**src/rtl/checkpoint_seq_monitor.sv**
```systemverilog
// checkpoint_seq_monitor
//   Watches an asynchronous checkbits bus for an ordered list of signature
//   values and reports start, per-step progress, pass, or a failure code.
//   Usable both as a bench helper and as an on-chip self-check monitor.
// Ports
//   wb_clk_i, wb_rst_i   clock, async active-high reset
//   cfg_en               arm (rising edge starts a run, low aborts to idle)
//   cfg_strict           prefixed unexpected value fails the run
//   cfg_num              checkpoints in use, 1..NUM_CHK
//   cfg_tmo              per-step timeout in cycles, 0 disables
//   cfg_chk_vec          expected values, checkpoint 0 in the LSBs
//   checkbits_i          asynchronous pad bits
//   mon_busy             run in progress
//   mon_started          checkpoint 0 matched this run (sticky)
//   mon_step             checkpoints matched so far
//   step_pulse           one-cycle pulse per match
//   mon_pass / mon_fail  sticky result flags
//   mon_fail_code        01 timeout, 10 out-of-order, 11 bad cfg_num
module checkpoint_seq_monitor #(
    parameter int              CHK_W      = 16,
    parameter int              NUM_CHK    = 4,
    parameter int              TMO_W      = 24,
    parameter int              STABLE_CYC = 3,
    parameter int              PFX_W      = 8,
    parameter logic [PFX_W-1:0] PREFIX    = 8'hAB
) (
    input  logic                       wb_clk_i,
    input  logic                       wb_rst_i,
    input  logic                       cfg_en,
    input  logic                       cfg_strict,
    input  logic [$clog2(NUM_CHK):0]   cfg_num,
    input  logic [TMO_W-1:0]           cfg_tmo,
    input  logic [NUM_CHK*CHK_W-1:0]   cfg_chk_vec,
    input  logic [CHK_W-1:0]           checkbits_i,
    output logic                       mon_busy,
    output logic                       mon_started,
    output logic [$clog2(NUM_CHK):0]   mon_step,
    output logic                       step_pulse,
    output logic                       mon_pass,
    output logic                       mon_fail,
    output logic [1:0]                 mon_fail_code
);
    localparam int SW = $clog2(NUM_CHK) + 1;
    localparam int CW = $clog2(STABLE_CYC + 1);

    typedef enum logic [1:0] {S_IDLE, S_WAIT, S_PASS, S_FAIL} state_t;

    // ---------------- input path: synchroniser + stability filter ----------
    logic [CHK_W-1:0] r_sync1, r_sync2, r_cand, r_qval;
    logic [CW-1:0]    r_fcnt;
    logic             r_qload, r_qvalid;

    always_ff @(posedge wb_clk_i or posedge wb_rst_i) begin
        if (wb_rst_i) begin
            r_sync1  <= '0;
            r_sync2  <= '0;
            r_cand   <= '0;
            r_fcnt   <= '0;
            r_qval   <= '0;
            r_qload  <= 1'b0;
            r_qvalid <= 1'b0;
        end else begin
            r_sync1  <= checkbits_i;
            r_sync2  <= r_sync1;
            r_qvalid <= 1'b0;
            if (r_sync2 != r_cand) begin
                r_cand <= r_sync2;
                r_fcnt <= CW'(1);
            end else if (r_fcnt != CW'(STABLE_CYC)) begin
                r_fcnt <= r_fcnt + CW'(1);
            end
            // Load one edge after the candidate qualifies; only a new value
            // produces a q_valid pulse, so a held value never re-matches.
            if (r_fcnt == CW'(STABLE_CYC) && (!r_qload || r_cand != r_qval)) begin
                r_qval   <= r_cand;
                r_qload  <= 1'b1;
                r_qvalid <= 1'b1;
            end
        end
    end

    // ---------------- sequencer ---------------------------------------------
    state_t                          r_state;
    logic                            r_en_d, r_strict;
    logic [SW-1:0]                   r_num, r_step;
    logic [TMO_W-1:0]                r_tmo, r_tcnt;
    logic [NUM_CHK-1:0][CHK_W-1:0]   r_chk;
    logic [CHK_W-1:0]                r_last;
    logic                            r_busy, r_started, r_pulse, r_pass, r_fail;
    logic [1:0]                      r_code;

    logic [CHK_W-1:0] w_exp;
    logic             w_match, w_pfx, w_rise, w_badnum, w_repeat;

    always_comb begin
        w_exp = '0;
        for (int i = 0; i < NUM_CHK; i++)
            if (r_step == SW'(i)) w_exp = r_chk[i];
    end

    assign w_match  = r_qvalid && (r_qval == w_exp);
    assign w_pfx    = (r_qval[CHK_W-1 -: PFX_W] == PREFIX);
    assign w_rise   = cfg_en && !r_en_d;
    assign w_badnum = (cfg_num == '0) || (cfg_num > SW'(NUM_CHK));
    // Re-appearance of the last matched checkpoint is tolerated in strict mode.
    assign w_repeat = (r_step != '0) && (r_qval == r_last);

    always_ff @(posedge wb_clk_i or posedge wb_rst_i) begin
        if (wb_rst_i) begin
            r_state   <= S_IDLE;
            r_en_d    <= 1'b0;
            r_strict  <= 1'b0;
            r_num     <= '0;
            r_tmo     <= '0;
            r_chk     <= '0;
            r_last    <= '0;
            r_step    <= '0;
            r_tcnt    <= '0;
            r_busy    <= 1'b0;
            r_started <= 1'b0;
            r_pulse   <= 1'b0;
            r_pass    <= 1'b0;
            r_fail    <= 1'b0;
            r_code    <= 2'b00;
        end else begin
            r_en_d  <= cfg_en;
            r_pulse <= 1'b0;
            if (!cfg_en) begin
                r_state   <= S_IDLE;
                r_busy    <= 1'b0;
                r_started <= 1'b0;
                r_step    <= '0;
                r_tcnt    <= '0;
                r_pass    <= 1'b0;
                r_fail    <= 1'b0;
                r_code    <= 2'b00;
            end else begin
                case (r_state)
                    S_IDLE: if (w_rise) begin
                        r_strict  <= cfg_strict;
                        r_num     <= cfg_num;
                        r_tmo     <= cfg_tmo;
                        r_chk     <= cfg_chk_vec;
                        r_step    <= '0;
                        r_started <= 1'b0;
                        r_tcnt    <= '0;
                        if (w_badnum) begin
                            r_state <= S_FAIL;
                            r_fail  <= 1'b1;
                            r_code  <= 2'b11;
                        end else begin
                            r_state <= S_WAIT;
                            r_busy  <= 1'b1;
                        end
                    end
                    S_WAIT: begin
                        // Match outranks both out-of-order and timeout.
                        if (w_match) begin
                            r_pulse <= 1'b1;
                            r_step  <= r_step + SW'(1);
                            r_tcnt  <= '0;
                            r_last  <= r_qval;
                            if (r_step == '0) r_started <= 1'b1;
                            if (r_step + SW'(1) == r_num) begin
                                r_state <= S_PASS;
                                r_busy  <= 1'b0;
                                r_pass  <= 1'b1;
                            end
                        end else if (r_strict && r_qvalid && w_pfx && !w_repeat) begin
                            r_state <= S_FAIL;
                            r_busy  <= 1'b0;
                            r_fail  <= 1'b1;
                            r_code  <= 2'b10;
                        end else if (r_tmo != '0) begin
                            if (r_tcnt == r_tmo - TMO_W'(1)) begin
                                r_state <= S_FAIL;
                                r_busy  <= 1'b0;
                                r_fail  <= 1'b1;
                                r_code  <= 2'b01;
                            end else begin
                                r_tcnt <= r_tcnt + TMO_W'(1);
                            end
                        end
                    end
                    default: ; // PASS/FAIL hold until cfg_en drops
                endcase
            end
        end
    end

    assign mon_busy      = r_busy;
    assign mon_started   = r_started;
    assign mon_step      = r_step;
    assign step_pulse    = r_pulse;
    assign mon_pass      = r_pass;
    assign mon_fail      = r_fail;
    assign mon_fail_code = r_code;
endmodule

```
**config.mk**
```make
export PLATFORM = sky130hd
export DESIGN_NAME = checkpoint_seq_monitor
export DESIGN_NICKNAME = d
export VERILOG_FILES = /design/src/rtl/checkpoint_seq_monitor.sv
export SDC_FILE = /design/constraint.sdc
export NUM_CORES = 1
export LEC_CHECK = 0
export ABC_AREA = 1
export CORE_MARGIN = 2
export CORE_UTILIZATION = 57
export CTS_CLUSTER_SIZE = 28
export DETAILED_ROUTE_END_ITERATION = 8
export GPL_ROUTABILITY_DRIVEN = 0
export HOLD_SLACK_MARGIN = 0.03
export PLACE_DENSITY = 0.9
export SLEW_MARGIN = 20
export SYNTH_ARGS = -nofsm -noshare
export SYNTH_HDL_FRONTEND = slang
export SYNTH_SLANG_ARGS = --single-unit
export TNS_END_PERCENT = 10
```
**constraint.sdc**
```tcl
create_clock -name wb_clk_i -period 10.2 [get_ports wb_clk_i]
set_clock_uncertainty 0.2 [all_clocks]
set_input_delay 2.04 -clock wb_clk_i [delete_from_list [all_inputs] [get_ports wb_clk_i]]
set_output_delay 2.04 -clock wb_clk_i [all_outputs]
set_load 0.03 [all_outputs]
```
==> flow_summary.yaml, run 1 <==
run_status:
  status: "complete, no violations"
clocking:
  cts_buffers: 24
  cts_buffer_depth: 3
  clkLatencyLatePin_ns: 0.52
  cts_tree: "yes"
  root_buffer: "clkbuf_16"
  cts-resized-gates: 0
  clk_pin_slew_ns: 0.06
  post_cts_buffers: 0
  htree_num_levels: 1
  clock-sinks: 213
  cts_hold_buf: 0
sta:
  maxSlewViolCount: 0
  fmax_mhz: 208
  fin_hold_ws_ns: 0.141
  worst_pin_slew_ns: 1.08
  setup_viol: 0
  hold_viol_final: 0
  min_period_ns: 4.81
  slew_headroom_pct: 28.1
  rsz0062_at_grt: "no"
  fin_crit_sh_pct: 47.2
  setup_tns_ns: 0
yosys:
  seq_area_frac_synth_pct: 48.0
  yosys-top-cells-area: "dfrtp_1, nand2_1, mux2_2, xor2_1, nor2_1"
  synth_top_cell_by_area: "dfrtp_1"
  yosysWarnings: 0
  synth-compound-area-share_pct: 5.13
  synth_simple_gate_area_share_pct: 24.5
  ys_seq_elements: 213
  yosysUniqueCellTypes: 41
  synth_top_area_share_pct: 48.0
  synth.avg_cell_area_um2: 8.47
  syn_area_um2: 11100
  synth-xor-area-share_pct: 6.71
  syn_nets: 1430
  synth_top_family_by_area: "simple AND/OR/NAND/NOR gates"
  syn_inst: 1311
  synthMuxAreaShare_pct: 8.11
  synth_fa_ha_area_share_pct: 0.902
critical_path:
  critPathRequiredTime_ns: 10.40
  reg2reg_setup_slack_ns: 5.84
  end_kind: "flop"
  worstSetupPathType: "input port to flop"
  cp-start-kind: "input port"
  cpMaxStageDelayCell: "buf_4"
  critPathMaxFanout: 94
  max_stage_delay_ns: 0.87
  path_cells: "clkdlybuf4s50_1 > inv_1 > nor2_1 > nand2_4 > buf_4 > mux2_2"
  cp.arrival_ns: 5.01
cells_and_area:
  fin_cells: 1676
  regArea_um2: 5330
  area_growth_pct: 18.7
  fill_cells: 1421
  design_area_um2: 13200
  nets: 1517
  multi_input_area_um2: 5040
  postLayoutCoreUtil_pct: 68.4
  drive_gt1_share_pct: 9.65
power_and_ir_drop:
  peakVddDrop_mv: 0.164
  p_per_area_nw_per_um2: 245
  power_leakage_nw: 6.21
floorplan:
  start_util_pct: 57.6
  ioPinCount: 121
  die-area_um2: 20600
  die_y_um: 144
  row_count: 51
  coreArea_um2: 19300
  die_w_um: 144
global_route:
  grt_overflow: 0
  grt_first_pass_wirelength_um: 46100
  antenna_found_initial: 0
  grt_pass1_vias: 9330
  grt_use_total_pct: 28.3
  grt_max_degree: 140
drt:
  num_vias: 9453
  viasPerCell: 5.64
  drc: 0
  wl_per_cell_um: 17.0
  drtPass1Iterations: 6
  totalWireLength_um: 28600
  first_iter_violations: 1014
  antenna_left: 0
flow_run:
  maxCapViolations: 0
placed_design:
  place_area_um2: 12400
  dp_cells: 1637
  dp_hpwl_um: 20300
  io_buffers: 120
hold_path:
  hp-class: "flop to flop"
-- cell type report --
class	count	share of cell area, %
antenna	1	0.0190
clock buffer	28	4.90
clock inverter	10	1.06
inverter	118	3.46
multi-input combinational	918	38.3
sequential	213	40.5
tap	265	2.52
timing repair buffer	123	9.29
-- per-stage QoR --
step,power (mW),worst slack (ns)
finish,3.23,5.39
global route,3.41,5.16
floorplan,1.99,2.14
global placement,2.25,5.00
detailed placement,2.32,4.92
CTS,3.21,5.44
-- state kept, by name (all words and copies together), names as in the netlist, 3 cells and up --
| signal | flops |
|---|---|
| r_cand | 16 |
| r_sync2 | 16 |
| r_tmo | 24 |
| mon_step | 3 |
| r_qval | 16 |
| r_sync1 | 16 |
| r_last | 16 |
| r_chk | 64 |
| r_tcnt | 24 |
| r_num | 3 |
-- layout by cell type (no fill, tap or decap), types with 4 or more instances in the layout --
master / instances
nand3_1: 79
o21ai_0: 56
inv_1: 109
mux2_2: 79
o22ai_1: 4
xnor2_1: 21
clkinv_2: 5
o21ai_1: 13
nor2_1: 122
nand2_1: 357
nor4_1: 14
nand4_1: 22
clkinv_1: 4
xor2_1: 64
nor2_2: 4
dfrtp_1: 213
a21oi_1: 22
clkbuf_16: 24
ha_1: 8
clkdlybuf4s50_1: 120
nor3_1: 11
nand3b_1: 21
-- path summary, 6_finish.rpt --
path / startpoint / to / cells after the start
max in group asynchronous: wb_rst_i / r_tmo[19] / 3
setup / recovery: cfg_en / r_tmo[21] / 6
setup reg to reg: mon_step[2] / r_tcnt[10] / 18
hold / removal: r_sync1[0] / r_sync2[0] / 0
min in group asynchronous: wb_rst_i / r_cand[1] / 2
hold reg to reg: r_sync1[0] / r_sync2[0] / 0
-- Yosys cell counts --
| cell | instances |
|---|---|
| clkbuf_1 | 41 |
| nand3b_1 | 21 |
| nor2_4 | 1 |
| a21oi_1 | 22 |
| buf_6 | 3 |
| nand3_2 | 1 |
| nand2_4 | 1 |
| or2_1 | 1 |
| nand2_2 | 1 |
| ha_1 | 8 |
| xnor2_1 | 21 |
| inv_2 | 2 |
| a221oi_1 | 1 |
| clkinv_1 | 4 |
| o21bai_1 | 3 |
| xor2_1 | 64 |
| buf_1 | 6 |
| nor3_1 | 11 |
| o21a_1 | 1 |
| o21ai_1 | 13 |
| nand2_1 | 358 |
| inv_4 | 2 |
| inv_1 | 110 |
| nand3_1 | 79 |
| or2_2 | 3 |
| nand4_1 | 22 |
| buf_2 | 6 |
| nor4_1 | 14 |
| mux2_2 | 79 |
| dfrtp_1 | 213 |
| o21ai_0 | 56 |
| o22ai_1 | 4 |
| mux2i_1 | 1 |
| nor2_2 | 4 |
| o2111ai_1 | 3 |
| clkbuf_2 | 1 |
| o31ai_1 | 1 |
| a211o_1 | 1 |
| buf_4 | 5 |
| a211oi_1 | 1 |
| nor2_1 | 122 |
-- routing by layer --
layer  routed length (um)  part of all wire [%]  track usage, %
met1                10900                    38            34.6
met2                14100                    50            49.3
met3                 1970                   6.9            4.23
met4                 1540                   5.4            13.8
met5                    0                     0               0
-- power by group --
part           switching (mW)  leakage, nW  internal [mW]
combinational           0.683         3.17          0.445
clock                   0.342        0.392          0.525
sequential              0.175         2.65           1.06
-- cell families after synthesis --
family          after synthesis
simple gates                639
buf+inv                     180
xor+xnor                     85
compound gates              106
mux                          80
flops                       213
fa+ha+maj                     8
-- critical path: cells and delay by family --
kind / cells / cell delay [ns]
and+or+nand+nor: 2 / 0.38
muxes: 1 / 0.43
buffers and inverters: 3 / 2.12
Note: power is estimated with default switching activity, not from simulation.
==> inputs of run 2 (changes only) <==
clock period = 5 ns   (was 10.2 ns; I/O delays follow)
==> run 2 against run 1 <==
Compared with the run above: via count is essentially flat; setup slack worse by 4.2 ns; final area grew 0.75%; routed wire length increased by 0.72%; critical path depth up 9; total power is 100% higher; cell count increased by 0.48%; register-to-register slack got worse by 4.7 ns; sequential power up 100%; die area stayed put; sequential share of layout area fell by 0.30 points; critical path type is now flop to flop; largest cell class unchanged; largest power group unchanged.
==> flow_summary.yaml, run 2 (synthesized netlist as in run 1, its figures left out) <==
run_status:
  status: "complete, no violations"
global_route:
  antenna_found_initial: 0
  grt_first_pass_wirelength_um: 47500
  grt_use_total_pct: 29.0
  grt_overflow: 0
  grt_max_degree: 128
  grt_pass1_vias: 9788
clocking:
  clk_pin_slew_ns: 0.07
  htree_num_levels: 1
  cts-resized-gates: 0
  clock-sinks: 213
  root_buffer: "clkbuf_16"
  clkLatencyLatePin_ns: 0.53
  cts_hold_buf: 0
  post_cts_buffers: 0
  cts_buffer_depth: 3
  cts_tree: "yes"
  cts_buffers: 23
sta:
  maxSlewViolCount: 0
  min_period_ns: 3.84
  layout_setup_ws_ns: 1.16
  fmax_mhz: 261
  setup_tns_ns: 0
  hold_viol_final: 0
  fin_crit_sh_pct: 76.7
  rsz0062_at_grt: "no"
  setup_viol: 0
  worst_pin_slew_ns: 0.920
  slew_headroom_pct: 38.5
  fin_hold_ws_ns: 0.145
floorplan:
  die_w_um: 144
  die-area_um2: 20600
  ioPinCount: 121
  coreArea_um2: 19300
  die_y_um: 144
  row_count: 51
  start_util_pct: 57.6
critical_path:
  worstSetupPathType: "flop to flop"
  end_kind: "flop"
  critPathMaxFanout: 22
  cp-start-kind: "flop"
  critPathRequiredTime_ns: 5.20
  rr_worst_depth: 15
  cp.arrival_ns: 4.04
drt:
  viasPerCell: 5.62
  first_iter_violations: 932
  antenna_left: 0
  totalWireLength_um: 28800
  drtPass1Iterations: 6
  num_vias: 9457
  wl_per_cell_um: 17.1
  drc: 0
cells_and_area:
  drive_gt1_share_pct: 10.3
  largest_register_ffs: 64
  final_cell_mix: "nand2_1, dfrtp_1, nor2_1"
  fin_cells: 1684
  top_register: "r_chk"
  layout_commonest_cell: "nand2_1"
  reg_top3: "r_chk: 64 flops, r_tcnt: 24 flops, r_tmo: 24 flops"
  area_growth_pct: 19.6
  diodes: 0
  design_area_um2: 13300
  nets: 1521
hold_path:
  hp-class: "flop to flop"
  whs_path_depth: 0
placed_design:
  io_buffers: 120
  dp_cells: 1642
  dp_slack_ns: 1.09
  dp_hpwl_um: 20500
  place_area_um2: 12500
flow_run:
  maxCapViolations: 0
power_and_ir_drop:
  peakVddDrop_mv: 0.342
  power_leakage_nw: 6.25
  p_per_area_nw_per_um2: 497
==> run 2: changes by cell type in the layout (fill, tap and decap cells not counted) <==
cell / previous run / this run
diode_2: 1 / 0
buf_12: 0 / 3
clkinv_8: 1 / 0
nor2_1: 122 / 121
inv_8: 1 / 0
clkinvlp_4: 0 / 2
nor2_2: 4 / 5
inv_16: 0 / 1
clkinv_4: 0 / 1
clkinv_2: 5 / 6
buf_4: 3 / 5
clkbuf_16: 24 / 23
clkbuf_8: 3 / 5
==> run 2: layout make-up <==
type / count / area (um2)
clock buffers: 29 / 648
clock inverters: 13 / 165
fillers: 1377 / 6000
inverters: 118 / 452
multi-input cells: 918 / 5050
flip-flops and latches: 213 / 5330
well taps: 265 / 332
repair buffers: 128 / 1300
==> run 2: routing by layer <==
layer,vias to the layer above,track usage [%],part of all wire (%)
met5,-,0,0
met4,0,14.1,5.3
met3,114,6.06,8.4
met2,460,50.7,49
met1,4496,34.1,37
li1,4387,-,-
==> run 2: worst paths after layout <==
kind | start | end | slack (ns)
max | mon_step[1] | r_tcnt[8] | 1.16
min | r_sync1[9] | r_sync2[9] | 0.15
max reg2reg | mon_step[1] | r_tcnt[8] | 1.16
min reg2reg | r_sync1[9] | r_sync2[9] | 0.15
max in group asynchronous | wb_rst_i | r_tcnt[7] | 3.13
min in group asynchronous | wb_rst_i | r_chk[37] | 0.53
==> run 2: critical path, stage by stage, from the launching register on <==
cell and delay (ns):
dfrtp_1 0.42, inv_1 0.09, ha_1 0.64, inv_2 0.17, nor2_2 0.22, nand2_1 0.07
nand3_1 0.14, nand2_1 0.09, nand3_1 0.09, nand4_1 0.10, nor3_1 0.23, nand3_1 0.69
nand3b_1 0.33, nor2_1 0.07, nand2_1 0.08, nand2_1 0.06
==> run 2: power by group <==
part	internal, mW	switching, mW
clock network	1.08	0.727
registers	2.16	0.349
logic	0.917	1.36
==> run 2: stage by stage <==
stage / util [%] / power (mW)
final: 68.9 / 6.59
after global routing: 68.9 / 7.00
after CTS: 68.9 / 6.58
after detailed placement: 64.6 / 4.73
after global placement: 64.6 / 4.61
after floorplan: - / 4.05
